[config.mk]
export PLATFORM = sky130hd
export DESIGN_NAME = flippy_column_array
export DESIGN_NICKNAME = d
export VERILOG_FILES = /design/src/rtl/flippy_column_array.sv
export SDC_FILE = /design/constraint.sdc
export NUM_CORES = 1
export LEC_CHECK = 0
export CAP_MARGIN = 20
export CORE_MARGIN = 2
export CORE_UTILIZATION = 25
export CTS_CLUSTER_DIAMETER = 30
export CTS_CLUSTER_SIZE = 24
export DETAILED_ROUTE_END_ITERATION = 10
export SYNTH_ARGS = -nofsm -noshare
export SYNTH_HDL_FRONTEND = slang
export SYNTH_SLANG_ARGS = --single-unit
[constraint.sdc]
create_clock -name CLOCK_50 -period 8.28 [get_ports CLOCK_50]
set_clock_uncertainty 0.15 [all_clocks]
set_input_delay 2.484 -clock CLOCK_50 [delete_from_list [all_inputs] [get_ports CLOCK_50]]
set_output_delay 2.484 -clock CLOCK_50 [all_outputs]
set_load 0.05 [all_outputs]
[src/rtl/flippy_column_array.sv]
// Flippy Bit game engine: NUM_COLS falling target columns with LFSR spawning,
// match detection, saturating score, lives and an IDLE/RUN/OVER controller.
module flippy_column_array #(
   parameter int NUM_COLS    = 3,
   parameter int DATA_W      = 8,
   parameter int YPOS_W      = 5,
   parameter int FLOOR_ROW   = 29,
   parameter int SPAWN_TICKS = 4,
   parameter int LIVES       = 3,
   parameter int SCORE_W     = 8
) (
   input  logic                       CLOCK_50,
   input  logic                       reset_button,
   input  logic                       tick,
   input  logic                       start,
   input  logic                       submit,
   input  logic [DATA_W-1:0]          user_input,
   output logic [NUM_COLS*DATA_W-1:0] letters,
   output logic [NUM_COLS*YPOS_W-1:0] ypos,
   output logic [NUM_COLS-1:0]        active,
   output logic [SCORE_W-1:0]         score,
   output logic [3:0]                 lives,
   output logic                       game_over,
   output logic                       correct,
   output logic                       wrong
);

   localparam int                 CNT_W      = $clog2(SPAWN_TICKS + 1);
   localparam int                 IDX_W      = (NUM_COLS > 1) ? $clog2(NUM_COLS) : 1;
   localparam logic [YPOS_W-1:0]  FLOOR_Y    = YPOS_W'(FLOOR_ROW);
   localparam logic [CNT_W-1:0]   SPAWN_LAST = CNT_W'(SPAWN_TICKS - 1);
   localparam logic [SCORE_W-1:0] SCORE_MAX  = '1;
   localparam logic [3:0]         LIVES_INIT = 4'(LIVES);
   localparam logic [15:0]        LFSR_SEED  = 16'hACE1;
   // Galois taps for x^16 + x^14 + x^13 + x^11 + 1 in a right-shifting register.
   localparam logic [15:0]        LFSR_TAPS  = 16'hB400;

   typedef enum logic [1:0] {S_IDLE, S_RUN, S_OVER} state_e;

   state_e              state_q, state_d;
   logic                enter_run, in_run;

   logic [15:0]         lfsr_q, lfsr_d;
   logic [CNT_W-1:0]    cnt_q, cnt_d;
   logic [NUM_COLS-1:0] active_q, active_d;
   logic [YPOS_W-1:0]   ypos_q   [NUM_COLS];
   logic [YPOS_W-1:0]   ypos_d   [NUM_COLS];
   logic [DATA_W-1:0]   letter_q [NUM_COLS];
   logic [DATA_W-1:0]   letter_d [NUM_COLS];
   logic [SCORE_W-1:0]  score_q, score_d;
   logic [3:0]          lives_q, lives_d;
   logic                game_over_q;
   logic                correct_q, correct_d;
   logic                wrong_q, wrong_d;

   logic                found;
   logic [IDX_W-1:0]    win_idx;
   logic [YPOS_W-1:0]   win_y;
   logic                hit;
   logic [3:0]          misses;
   logic                spawned;
   logic [DATA_W-1:0]   spawn_letter;

   // ---------------- controller ----------------
   // NOTE: sequential state is only ever assigned with <=, so every flop samples
   // the pre-edge value of every other flop regardless of process ordering.
   always_ff @(posedge CLOCK_50 or negedge reset_button) begin
      if (!reset_button) state_q <= S_IDLE;
      else               state_q <= state_d;
   end

   always_comb begin
      state_d = state_q;
      unique case (state_q)
         S_IDLE:  if (start) state_d = S_RUN;
         S_RUN:   if (lives_d == '0) state_d = S_OVER;
         S_OVER:  if (start) state_d = S_RUN;
         default: state_d = S_IDLE;
      endcase
   end

   always_comb begin
      enter_run = 1'b0;
      in_run    = 1'b0;
      case (state_q)
         S_IDLE, S_OVER: enter_run = start;
         S_RUN:          in_run    = 1'b1;
         default:        ;
      endcase
   end

   // ---------------- match search ----------------
   // Strict '>' keeps the lowest index on equal row positions.
   always_comb begin
      found   = 1'b0;
      win_idx = '0;
      win_y   = '0;
      for (int i = 0; i < NUM_COLS; i++) begin
         if (active_q[i] && (letter_q[i] == user_input) && (!found || (ypos_q[i] > win_y))) begin
            found   = 1'b1;
            win_idx = IDX_W'(i);
            win_y   = ypos_q[i];
         end
      end
   end

   assign hit = in_run && submit && found;

   // ---------------- columns and spawning ----------------
   // NOTE: every variable driven here gets a default first so no path leaves
   // it unassigned; a missing default is what turns always_comb into a latch.
   always_comb begin
      active_d     = active_q;
      ypos_d       = ypos_q;
      letter_d     = letter_q;
      cnt_d        = cnt_q;
      misses       = '0;
      spawned      = 1'b0;
      spawn_letter = (lfsr_q[DATA_W-1:0] == '0) ? DATA_W'(1) : lfsr_q[DATA_W-1:0];

      if (enter_run) begin
         active_d = '0;
         cnt_d    = '0;
         for (int i = 0; i < NUM_COLS; i++) ypos_d[i] = '0;
      end else if (in_run) begin
         for (int i = 0; i < NUM_COLS; i++) begin
            if (hit && (win_idx == IDX_W'(i))) begin
               active_d[i] = 1'b0;
               ypos_d[i]   = '0;
            end else if (tick && active_q[i]) begin
               if (ypos_q[i] == FLOOR_Y) begin
                  active_d[i] = 1'b0;
                  ypos_d[i]   = '0;
                  misses      = misses + 4'd1;
               end else begin
                  ypos_d[i] = ypos_q[i] + YPOS_W'(1);
               end
            end
         end
         // Spawn looks at active_d so columns freed this cycle are reusable.
         if (tick) begin
            if (cnt_q == SPAWN_LAST) begin
               cnt_d = '0;
               for (int i = 0; i < NUM_COLS; i++) begin
                  if (!spawned && !active_d[i]) begin
                     active_d[i] = 1'b1;
                     ypos_d[i]   = '0;
                     letter_d[i] = spawn_letter;
                     spawned     = 1'b1;
                  end
               end
            end else begin
               cnt_d = cnt_q + CNT_W'(1);
            end
         end
      end
   end

   // ---------------- score, lives, pulses ----------------
   always_comb begin
      score_d   = score_q;
      lives_d   = lives_q;
      correct_d = 1'b0;
      wrong_d   = 1'b0;
      if (enter_run) begin
         score_d = '0;
         lives_d = LIVES_INIT;
      end else if (in_run) begin
         if (hit && (score_q != SCORE_MAX)) score_d = score_q + SCORE_W'(1);
         lives_d   = (lives_q > misses) ? (lives_q - misses) : '0;
         correct_d = hit;
         wrong_d   = submit && !found;
      end
   end

   assign lfsr_d = lfsr_q[0] ? ({1'b0, lfsr_q[15:1]} ^ LFSR_TAPS) : {1'b0, lfsr_q[15:1]};

   // NOTE: the column arrays are reset along with everything else because
   // they drive the display buses directly and must come up as zeros.
   always_ff @(posedge CLOCK_50 or negedge reset_button) begin
      if (!reset_button) begin
         lfsr_q      <= LFSR_SEED;
         cnt_q       <= '0;
         active_q    <= '0;
         score_q     <= '0;
         lives_q     <= LIVES_INIT;
         game_over_q <= 1'b0;
         correct_q   <= 1'b0;
         wrong_q     <= 1'b0;
         for (int i = 0; i < NUM_COLS; i++) begin
            ypos_q[i]   <= '0;
            letter_q[i] <= '0;
         end
      end else begin
         lfsr_q      <= lfsr_d;
         cnt_q       <= cnt_d;
         active_q    <= active_d;
         score_q     <= score_d;
         lives_q     <= lives_d;
         game_over_q <= (state_d == S_OVER);
         correct_q   <= correct_d;
         wrong_q     <= wrong_d;
         ypos_q      <= ypos_d;
         letter_q    <= letter_d;
      end
   end

   for (genvar g = 0; g < NUM_COLS; g++) begin : g_flat
      assign letters[g*DATA_W +: DATA_W] = letter_q[g];
      assign ypos[g*YPOS_W +: YPOS_W]    = ypos_q[g];
   end

   assign active    = active_q;
   assign score     = score_q;
   assign lives     = lives_q;
   assign game_over = game_over_q;
   assign correct   = correct_q;
   assign wrong     = wrong_q;

endmodule

Yosys cells after proc, flatten, opt, wreduce, memory -nomap -nowiden. Index checks and enable logic that the tools add are counted.

Output and inout bits: 57. Bits in registers: 78. Logic and storage cells: 171. Bits of input ports: 13.

Mux-type cells: 90. Reductions and logical operators: 39. Add/sub/neg operators: 8. Bitwise operators: 3. Order comparisons: 3. Equality and inequality tests: 13.

Operators by type and width (count): $mux W5 (14); $mux W15 (4); $mux W4 (15); $mux W1 (40); $mux W8 (4); $eq A8 B8 Y1 (3); $mux W3 (8); $logic_and A1 B1 Y1 (17); $mux W16 (1); $add A5 B1 Y5 const B (3); $eq A5 B5 Y1 const B (3); $reduce_and A5 Y1 (3); $gt A5 B5 Y1 (2); $add A4 B1 Y4 const B (2); $add A8 B1 Y8 const B (1); $logic_not A8 Y1 (1); $ne A8 B8 Y1 const B (1); $logic_not A1 Y1 (7); $eq A2 B2 Y1 const B (3); $mux W2 (3); $reduce_bool A2 Y1 (3); $eq A2 B1 Y1 const B (2); $gt A4 B4 Y1 (1); $logic_not A2 Y1 (2); other kinds (10) (13).

Logic depth before layout (Yosys ltp).
Word-level depth: 36. Depth in mapped cells: 33. Mapped depth without buffers: 32.

Least setup slack after synthesis. No wires, ideal clock.

Path type: input to register. Start point: input port user_input[0]. End point: register state_q[0]. Stages on the path: 30. Data arrival time: 8.365 ns. Required time: 8.011 ns. Buffers on the path: 1. Setup slack: -0.354 ns. Library setup time: 0.119 ns. Cells stage by stage: xnor2_1 -> nand2_1 -> nor3_4 -> nand2_1 -> ha_1 -> nor2b_1 -> o211ai_1 -> a21o_1 -> a21oi_2 -> buf_6 -> nand2_1 -> o21a_1 -> ha_1 -> a21oi_1 -> o221ai_1 -> o21a_1 -> a21oi_2 -> a21oi_1 -> ha_1 -> mux2_2 -> ha_1 -> mux2_2 -> nand2_1 -> ha_1 -> a21o_1 -> a211o_1 -> a21oi_1 -> nor2_1 -> or4_1 -> and2_1.

Cells in the longest elaborated chain, start to end: 35. Elaborated cells between the ends (all ways): 51. Those cells by class: 3 x add/sub; 3 x order compare; 5 x eq/ne; 25 x mux; 15 x reduce/logical.

RTL lines: start: declaration (RTL line 17) `input logic [DATA_W-1:0] user_input,`; $eq A8 B8 Y1 (RTL line 99) `if (active_q[i] && (letter_q[i] == user_input) && (!found || (ypos_q[i] > win_y))) begin`; $logic_and A1 B1 Y1 (RTL line 99); $mux W5 or $mux W1 (tied branches) (RTL line 99); $gt A5 B5 Y1 or $logic_not A1 Y1 (tied branches) (RTL line 99); $logic_or A1 B1 Y1 (RTL line 99); $logic_and A1 B1 Y1 (RTL line 99); $mux W5 or $mux W1 (tied branches) (RTL line 99); $gt A5 B5 Y1 or $logic_not A1 Y1 (tied branches) (RTL line 99); [... 21 more ...]; $mux W4 (*) (RTL line 170) `lives_d = (lives_q > misses) ? (lives_q - misses) : '0;`; $mux W4 (*) (RTL line 168) `end else if (in_run) begin`; $mux W4 (*) (RTL line 165) `if (enter_run) begin`; via lives_d[3] (RTL line 51) `logic [3:0] lives_q, lives_d;`; $logic_not A4 Y1 (*) (RTL line 76) `S_RUN: if (lives_d == '0) state_d = S_OVER;`; $mux W2 (*) (RTL line 76); $pmux W2 S2 (*) (RTL line 74) `unique case (state_q)`; via state_d[0] (RTL line 40) `state_e state_q, state_d;`; end signal: assignment (RTL line 69) `else state_q <= state_d;`; end: declaration (RTL line 40).

The timed path passes the listed nets; every way through them passes the cells marked *. The select of a mux whose other input is x is not followed. A chain may end at the register's enable or synchronous reset.

Worst setup path in the final report.
Start point: input port user_input[2]. End point: register state_q[0].

The elaborated chain is that of the path after synthesis.

==> out/results.txt <==
first-pass GRT wire length = 19400 um
vias per cell = 4.69
Cell variety after synth = 63
IO buf count = 69
cell taking the most area after synthesis = dfrtp_1
DR pass1 iterations = 6
Die X = 135 um
Routability Congestion = 0.786
Crit path largest cell delay = 520 ps
DRC Markers = 0
final cell utilization of the core = 36.6%
Area Overhead vs Synth = 45.2%
post-layout power = 1.47 mW
# diodes = 0
Syn Std Cell Area = 4320 um2
Final #Nets = 561
initial antenna violation count = 0
DRT antenna net count = 0
clk sinks = 78
Setup crit end = state_q[0]
critical path startpoint = user_input[2]
failing checks = negative setup slack
most frequent cell after synthesis = dfrtp_1
Max VDD drop = 109 uV
crit share post-route = 100%
internal reg-to-reg setup slack = 1750 ps
layout cells sized above 1 = 34.5%
CP Launch Type = input pin
highest clock rate = 121 MHz
RSZ-0062 raised after global routing = true
final instance area = 6270 um2
worst flop-to-flop path endpoint = state_q[0]
max-cap viol count = 0
WL final = 12200 um
Chip Height = 135 um
status = finished with violations
Final Hold Fails = 0
count of standard-cell rows = 48
final setup violation count = 1
vias in the first global route = 3681
largest net degree at the start of global routing = 79
Synth top area share = 39.4%
Die ar. = 18300 um2
fillcell total = 1689
Routed WL per cell = 16.2 um
Initial DRC Count = 161
Slowest cell on crit path = or4_4
#FFs+latches synth = 78
dpl cells = 718
worst-path maximum fanout = 5
CP arrival = 8370 ps
Post-synth top cells = 68 x dfrtp_1, 47 x nand2_1, 27 x nor2_1, 27 x xnor2_1, 24 x ha_1
HPWL Detailed = 8660 um
Total GRT Usage = 13.6%
grt ovf = 0
fraction of registers with async set or reset after synthesis = 100%
Pwr Density = 234 nW/um2
placed cell area = 5590 um2
CTS buffer count = 9
CTS max path bufs = 2
largest cells by area after synthesis = dfrtp_1 39%, ha_1 7.0%, dfstp_2 6.1%
Leak = 2.76 nW
clock root buffer = clkbuf_16
syn avg cell area = 10.9 um2
CTS tree = done
Worst-Skew Late Latency = 340 ps
number of enable flip-flop cells after synthesis = 0
post-placement setup slack = -822 ps
Slew headroom = 28.9%
max-slew violation count = 0
post-synthesis sequential area ratio = 45.5%
Final Critical Period = 8290 ps
Setup CP Type = in2reg
num ports = 70
FF-to-FF Start = letters[2]
crit path capture type = register
most used flip-flop cell after synthesis = dfrtp_1
H-tree depth = 3
worst reg2reg path depth = 33
Critical Path RT = 8360 ps
worst setup margin = -7.48 ps
Cell Count, Final, Fillers Out = 753
clk slew on worst S/H paths = 60 ps
Initial Util = 25.2%
cells after synthesis = 397
Core Area = 17100 um2
worst slew pin tran = 1060 ps
Yosys warnings = 0
routed vias = 3533
Worst Hold Class = reg2reg
Synth Net Count = 435
[metal layers]
metal	global-route usage (%)	vias up	wire length, um
li1	-	1677	-
met5	0	-	0
met3	3.74	16	544
met4	4.11	0	170
met2	21.9	92	5950
met1	17.9	1748	5570
[timing repair]
action	in CTS	in global routing
buffers inserted	12	5
gates cloned	1	0
hold buffers	0	0
pin swaps	26	34
setup endpoints to repair	3	4
gates resized for setup	49	32
[flip-flops by register name, summed over array words and instances, names as in the netlist, 2 cells and up]
register and flops:
letters 24, lfsr_q 16, cnt_q 3, active 3, state_q 2, lives 4
score 8, ypos 15
[where the power goes]
part           internal [mW]  switching, mW
Combinational          0.239          0.358
Sequential             0.424         0.0616
Clock                  0.222          0.166
Total                  0.885          0.586
[worst min-delay path by stage]
stage,start,to,cells past startpoint
after floorplan,lfsr_q[9],lfsr_q[8],0
after global placement,lfsr_q[9],lfsr_q[8],0
after detailed placement,lfsr_q[8],lfsr_q[7],0
after CTS,lfsr_q[9],lfsr_q[8],0
after global routing,lfsr_q[9],lfsr_q[8],0
final,lfsr_q[9],lfsr_q[8],0
[cells by family (layout without fill, tap and decap cells)]
logic type | count (synthesis) | after routing | synth area share (%)
AND/OR/NAND/NOR | 145 | 145 | 17.4
multiplexers | 29 | 29 | 8.20
AO/OA/AOI/OAI | 67 | 67 | 12.4
flip-flops | 78 | 78 | 45.5
buffers and inverters | 17 | 148 | 1.85
XOR/XNOR | 36 | 36 | 7.30
adder cells (fa/ha/maj) | 25 | 25 | 7.42
[through the flow]
| step | hold slack [ps] | TNS [ps] |
|---|---|---|
| final | 205 | -7.48 |
| after global placement | 186 | -1680 |
| after detailed placement | 193 | -2990 |
| after floorplan | 181 | -193 |
| after global routing | 213 | -1140 |
| after CTS | 208 | 0 |
[critical path: cells and delay by family]
family / cells / cell delay, ps
compound gates: 10 / 1370
simple gates: 10 / 1800
buf+inv: 5 / 660
fa+ha+maj: 5 / 1390
xor+xnor: 1 / 120
mux: 3 / 530
[final cells by class]
cell class | count | area, um2 | area share, %
Clock buffer | 11 | 253 | 4.03
Clock inverter | 5 | 41.3 | 0.658
Inverter | 10 | 37.5 | 0.599
Multi-Input combinational cell | 302 | 2590 | 41.2
Sequential cell | 78 | 1960 | 31.3
Tap cell | 225 | 282 | 4.49
Timing Repair Buffer | 122 | 1110 | 17.7
[cell usage in the layout, fill, tap and decap left out, drive strengths merged, types with 2 or more instances in the layout]
cell / instances
nand4: 13
dfrtp: 68
a211oi: 2
o21ai: 7
clkinvlp: 2
xnor2: 27
nor2b: 4
or3: 3
a31oi: 9
clkinv: 2
and2: 5
a21oi: 21
mux2: 27
and4: 2
xor2: 9
inv: 11
a21o: 6
nor4: 2
dfstp: 10
and3: 6
mux2i: 2
o31ai: 4
nor2: 28
nand3: 9
clkdlybuf4s50: 60
nand3b: 4
buf: 61
nand2b: 3
nand2: 48
a211o: 6
clkbuf: 12
o21a: 4
nor3: 14
ha: 24
Power figures use the tool's default switching activity.
